===== src/rtl/sync_inverter_bank.sv =====
// sync_inverter_bank
// Multi-channel conditioner for asynchronous pad inputs. Each channel is
// synchronised, optionally glitch filtered, then passed or inverted by a
// programmable polarity bit. The result is registered, with one-cycle
// rise/fall pulses and a combinational per-channel "stable" flag.

module sync_inverter_bank #(
   parameter int               WIDTH         = 8,
   parameter int               SYNC_STAGES   = 2,
   parameter int               FILTER_CYCLES = 4,
   parameter logic [WIDTH-1:0] INIT_POL      = {WIDTH{1'b1}}
) (
   input  logic             clk,
   input  logic             reset_n,
   input  logic [WIDTH-1:0] in,
   input  logic [WIDTH-1:0] invert_mask,
   input  logic             load_mask,
   input  logic             filter_en,
   output logic [WIDTH-1:0] out,
   output logic [WIDTH-1:0] rise,
   output logic [WIDTH-1:0] fall,
   output logic [WIDTH-1:0] stable
);

   localparam int            CW       = $clog2(FILTER_CYCLES) + 1;
   localparam logic [CW-1:0] CNT_LAST = CW'(FILTER_CYCLES - 1);

   logic [WIDTH-1:0] sync_q [SYNC_STAGES];
   logic [WIDTH-1:0] sync_d [SYNC_STAGES];
   logic [CW-1:0]    cnt_q  [WIDTH];
   logic [CW-1:0]    cnt_d  [WIDTH];
   logic [WIDTH-1:0] filt_q, filt_d;
   logic [WIDTH-1:0] pol_q,  pol_d;
   logic [WIDTH-1:0] out_q,  out_d;
   logic [WIDTH-1:0] rise_q, rise_d;
   logic [WIDTH-1:0] fall_q, fall_d;
   logic [WIDTH-1:0] s;

   assign s = sync_q[SYNC_STAGES-1];

   // Synchroniser shift chain: stage 0 captures the raw pad value.
   always_comb begin
      sync_d[0] = in;
      for (int k = 1; k < SYNC_STAGES; k++) begin
         sync_d[k] = sync_q[k-1];
      end
   end

   // Glitch filter: a new level is accepted only after it has been seen on
   // FILTER_CYCLES consecutive edges; any agreeing cycle restarts the count.
   always_comb begin
      filt_d = filt_q;
      for (int i = 0; i < WIDTH; i++) begin
         cnt_d[i] = '0;
         if (!filter_en) begin
            filt_d[i] = s[i];
         end else if (s[i] != filt_q[i]) begin
            if (cnt_q[i] == CNT_LAST) begin
               filt_d[i] = s[i];
            end else begin
               cnt_d[i] = cnt_q[i] + CW'(1);
            end
         end
      end
   end

   // Polarity register and output stage; out uses the polarity held before this edge.
   always_comb begin
      pol_d  = load_mask ? invert_mask : pol_q;
      out_d  = filt_q ^ pol_q;
      rise_d = out_d & ~out_q;
      fall_d = ~out_d & out_q;
   end

   // Stable means the synced input agrees with the filtered level and no count is pending.
   always_comb begin
      stable = '0;
      for (int i = 0; i < WIDTH; i++) begin
         stable[i] = (s[i] == filt_q[i]) && (cnt_q[i] == '0);
      end
   end

   // State registers; reset discards all in-flight synchroniser and filter state.
   always_ff @(posedge clk or negedge reset_n) begin
      if (!reset_n) begin
         for (int k = 0; k < SYNC_STAGES; k++) begin
            sync_q[k] <= '0;
         end
         for (int i = 0; i < WIDTH; i++) begin
            cnt_q[i] <= '0;
         end
         filt_q <= '0;
         pol_q  <= INIT_POL;
         out_q  <= INIT_POL;
         rise_q <= '0;
         fall_q <= '0;
      end else begin
         for (int k = 0; k < SYNC_STAGES; k++) begin
            sync_q[k] <= sync_d[k];
         end
         for (int i = 0; i < WIDTH; i++) begin
            cnt_q[i] <= cnt_d[i];
         end
         filt_q <= filt_d;
         pol_q  <= pol_d;
         out_q  <= out_d;
         rise_q <= rise_d;
         fall_q <= fall_d;
      end
   end

   assign out  = out_q;
   assign rise = rise_q;
   assign fall = fall_q;

endmodule

===== config.mk =====
export PLATFORM = sky130hd
export DESIGN_NAME = sync_inverter_bank
export DESIGN_NICKNAME = d
export VERILOG_FILES = /design/src/rtl/sync_inverter_bank.sv
export SDC_FILE = /design/constraint.sdc
export NUM_CORES = 1
export LEC_CHECK = 0
export CAP_MARGIN = 20
export CORE_ASPECT_RATIO = 1.25
export CORE_UTILIZATION = 65
export DETAILED_ROUTE_END_ITERATION = 8
export DONT_BUFFER_PORTS = 1
export HOLD_SLACK_MARGIN = 0.08
export PLACE_DENSITY = 0.81
export SLEW_MARGIN = 20
export SYNTH_ARGS = -nofsm -noshare
export SYNTH_HDL_FRONTEND = slang
export SYNTH_SLANG_ARGS = --single-unit

===== constraint.sdc =====
create_clock -name clk -period 2.45 [get_ports clk]
set_clock_uncertainty 0.15 [all_clocks]
set_input_delay 0.735 -clock clk [delete_from_list [all_inputs] [get_ports clk]]
set_output_delay 0.735 -clock clk [all_outputs]
set_load 0.05 [all_outputs]

# Word level (Yosys, flattened, before mapping)
# Index checks and enable logic that the tools add are counted.
# word_totals
regBits	80
out_inout_bits	32
word_cells	147
# classes
addsub	8
n_eq_ne	40
muxes	48
bitwise	5
reduce_logical	24
# ops
op	count
3-bit 2-to-1 mux	24
2-bit by 1-bit != test with 1-bit output (second input constant)	16
3-bit by 1-bit adder with 3-bit output (second input constant)	8
3-bit by 2-bit equality test with 1-bit output (second input constant)	8
3-bit zero test	8
1-bit 2-to-1 mux	24
8-bit bitwise AND	2
8-bit inverter	2
2-bit AND reduction	8
1-bit equality test	8
1-bit logical AND	8
1-bit != test	8
8-bit XOR	1

# Logic depth before layout (Yosys ltp)
# Gate-level depths: netlist of run 1.
# depth
ltp_word	4
mapped_depth	4
mapped_depth_nobuf	4

# Least setup slack after synthesis of run 1
# OpenSTA, ideal clock, no wires.
# synth_timing
path_kind	register to output
startpoint	register filt_q[1]
endpoint	output port stable[1]
arrival_time_ps	1736
t_required_ps	1565
slack_ps	-171
path_stages_with_launch	3
path_buffers	0
cell_sequence	dfrtp_1 > xor2_1 > nor3b_1
# synth_between
elab_chain_cells	2
# synth_rtl
item	line_no	rtl
from (decl)	32	logic [WIDTH-1:0] filt_q, filt_d;
from (signal assigned)	104	filt_q <= filt_d;
1-bit equality test	79	stable[i] = (s[i] == filt_q[i]) && (cnt_q[i] == '0);
1-bit logical AND	79	
to (decl)	22	output logic [WIDTH-1:0] stable
# Every way passes these cells.

# Final worst setup path of run 1
# Ends and elaborated chain as after synthesis.

==> flow_summary_export.csv, run 1 <==
group,metric,value,unit
synthesis,async_flop_share,100,%
floorplanning,rows,27,
synthesis,synth_top_area_share,51.1,%
cells_and_area,stdcell_count,321,
cells_and_area,syn2layout_area_growth,9.86,%
route,first_pass_iters,4,
cells_and_area,drive_above_1_share,25.5,%
timing,rsz0062_at_grt,"no",
clock_tree,htree_levels,3,
timing,fmax,0.443,GHz
timing,post-route-min-period,2260,ps
worst_hold_path,worstHoldPathType,"in -> async",
synthesis,synth_nets,279,
clock_tree,cts_buffer_depth,2,
timing,finalHoldViolations,64,
synthesis,avgSynthCellArea,12.9,um^2
cells_and_area,register_area,2020,um^2
cells_and_area,fillers,286,
placed_design,dpl.hpwl,3100,um
critical_path,cp.arrival,1370,ps
placed_design,place_congestion,0.747,
synthesis,synth_cells,243,
clock_tree,cts_root_buffer,"clkbuf_8",
placed_design,port_buffers,0,
critical_path,setup.worst_path.start_class,"flop",
status,status,"finished, violations left",
clock_tree,insertion_delay,340,ps
clock_tree,cts-resized-gates,0,
route,ant_nets,0,
global_route,grt_pass1_vias,1746,
power,power.leakage,1.66,nW
synthesis,synth_seq_cells,80,
route,drc,0,
cells_and_area,nets,295,
flow_run,cap_violations,0,
clock_tree,postCtsSetupBuffers,0,
clock_tree,clk_pin_slew,70,ps
floorplanning,die_w,64.1,um
synthesis,synth_edf_count,0,
synthesis,synth_top_cells_by_count,"64 x dfrtp_1, 32 x nand2_1, 24 x inv_1, 24 x nor2_1",
placed_design,dp.cells,306,
clock_tree,cts-buffers-inserted,9,
global_route,grt_pass1_wl,7760,um
global_route,overflow,0,
critical_path,crit_path_end_kind,"primary output",
synthesis,ys_warn_count,0,
route,vias,1643,
synthesis,syn_area,3130,um^2
cells_and_area,multi_input_area,1040,um^2
timing,worst_slew_pin_slew,469,ps
route,drtIter0Drc,70,
global_route,grt_max_degree,81,
synthesis,yosysTopAreaCell,"dfrtp_1",
critical_path,crit_fanout,3,
power,cellPowerDensity,898,nW/um^2
power,peakVddDrop,592,uV
timing,relSlewSlack,68.7,%
route,routed_wl,4420,um
floorplanning,core_area,4530,um^2
critical_path,cp_data_required_time,1560,ps
timing,slew_viol_final,0,
timing,hold_ws,-64.1,ps
synthesis,ys_seq_area_share,64.5,%
synthesis,ys_types,17,
route,wire_per_inst,13.8,um
floorplanning,dieArea,5110,um^2
timing,fin_setup_tns,0,ps
synthesis,ys.flop_type,"dfrtp_1",
floorplanning,start_util,69.2,%
global_route,antenna_found_initial,0,
timing,setup_violations,0,
floorplanning,die_y,79.6,um
clock_tree,cts_tree,"done",
floorplanning,io_pins,52,
status,violations,"hold timing",
cells_and_area,antenna_cells,0,
critical_path,criticalPathCategory,"reg -> out",
clock_tree,clock_sink_count,80,
synthesis,synth.area.top_cells,"dfrtp_1 51%, dfstp_2 13%, ha_1 6.4%, mux2_2 5.0%, nand2_1 3.8%",
global_route,track_usage,20.8,%
synthesis,synth_most_common_cell,"dfrtp_1",
route,vias_per_cell,5.12,
timing,finalCritPeriodShare,92.1,%
[state kept, by name, summed over array words and instances (netlist names)]
| name | cells |
|---|---|
| filt_q | 8 |
| rise | 8 |
| s | 8 |
| cnt_q | 24 |
| fall | 8 |
| sync_d | 8 |
| pol_q | 8 |
| out | 8 |
[through the flow]
step / setup WS [ps] / hold slack, ps / cell area (um^2) / utilization [%] / total power, W
5_1_grt: 109 / -89.8 / 3440 / 76.1 / 0.00324
3_3_place_gp: 557 / 183 / 3280 / 72.5 / 0.00230
4_1_cts: 179 / -75.9 / 3440 / 76.1 / 0.00312
2_1_floorplan: 309 / 181 / 3170 / - / 0.00222
3_5_place_dp: 550 / 185 / 3280 / 72.5 / 0.00232
6_report: 194 / -64.1 / 3440 / 76.1 / 0.00309
[final cells by class]
| cell class | instances | share of cell area, % |
|---|---|---|
| sequential | 80 | 58.7 |
| multi-input combinational | 136 | 30.2 |
| clock buffer | 14 | 4.43 |
| inverter | 24 | 2.62 |
| tap | 58 | 2.11 |
| timing repair buffer | 8 | 1.74 |
| clock inverter | 1 | 0.218 |
[kinds of logic (layout without fill, tap and decap cells)]
group | count (synthesis) | in the layout | share of synthesized area (%)
AND/OR/NAND/NOR | 88 | 88 | 15.0
flip-flops | 80 | 80 | 64.5
buffers and inverters | 27 | 47 | 3.63
adder cells (fa/ha/maj) | 16 | 16 | 6.39
XOR/XNOR | 16 | 16 | 4.47
multiplexers | 16 | 16 | 5.99
[critical path, cell delays in order, from the launching register on]
cell and delay [ps]:
dfrtp_1 410, xor2_1 190, nor3b_2 200, buf_4 220
[final timing paths]
kind	startpoint	endpoint	slack [ps]	depth (start not counted)
max reg2reg	cnt_q[18]	filt_q[1]	1050	4
min	reset_n	fall[1]	-60	0
min in group clk	sync_d[1]	s[1]	200	0
max in group asynchronous	reset_n	out[7]	2010	0
max	filt_q[1]	stable[1]	190	3
min reg2reg	sync_d[1]	s[1]	200	0
[per-layer routing]
metal | part of all wire, % | global-route usage, % | vias to the layer above | routed length, um
li1 | - | - | 784 | -
met1 | 41 | 23.4 | 800 | 1830
met2 | 49 | 34.3 | 47 | 2180
met3 | 7.1 | 9.29 | 12 | 314
met4 | 2.2 | 8.67 | 0 | 96
met5 | 0 | 0 | - | 0
[cells in the final DEF (no fill, tap or decap), drive strengths merged]
cell type,n
dfrtp,64
and2,8
inv,24
xnor2,8
ha,16
buf,8
mux2,16
nand2,32
xor2,8
nand2b,8
clkinvlp,1
dfstp,16
nor3b,16
clkbuf,14
nor2,24
[power by group]
| group | internal (W) | leakage [nW] | switching, W |
|---|---|---|---|
| registers | 0.00150 | 0.981 | 0.000389 |
| logic | 0.000165 | 0.604 | 0.000237 |
| clock network | 0.000392 | 0.0768 | 0.000409 |
| total | 0.00206 | 1.66 | 0.00103 |
Note: power is estimated with default switching activity, not from simulation.
==> run 2: changes to the inputs <==
--- a/config.mk
+++ b/config.mk
@@ -10,6 +10,7 @@
 export CORE_UTILIZATION = 65
 export DETAILED_ROUTE_END_ITERATION = 8
 export DONT_BUFFER_PORTS = 1
+export GPL_ROUTABILITY_DRIVEN = 1
 export HOLD_SLACK_MARGIN = 0.08
 export PLACE_DENSITY = 0.81
 export SLEW_MARGIN = 20
==> results of run 2 <==
No change in the layout: final DEF, timing and power equal those of run 1.
==> run 3: changes to the inputs <==
--- a/config.mk
+++ b/config.mk
@@ -13,6 +13,7 @@
 export GPL_ROUTABILITY_DRIVEN = 1
 export HOLD_SLACK_MARGIN = 0.08
 export PLACE_DENSITY = 0.81
+export RECOVER_POWER = 50
 export SLEW_MARGIN = 20
 export SYNTH_ARGS = -nofsm -noshare
 export SYNTH_HDL_FRONTEND = slang
==> results of run 3 <==
No change in the layout: final DEF, timing and power equal those of run 1.
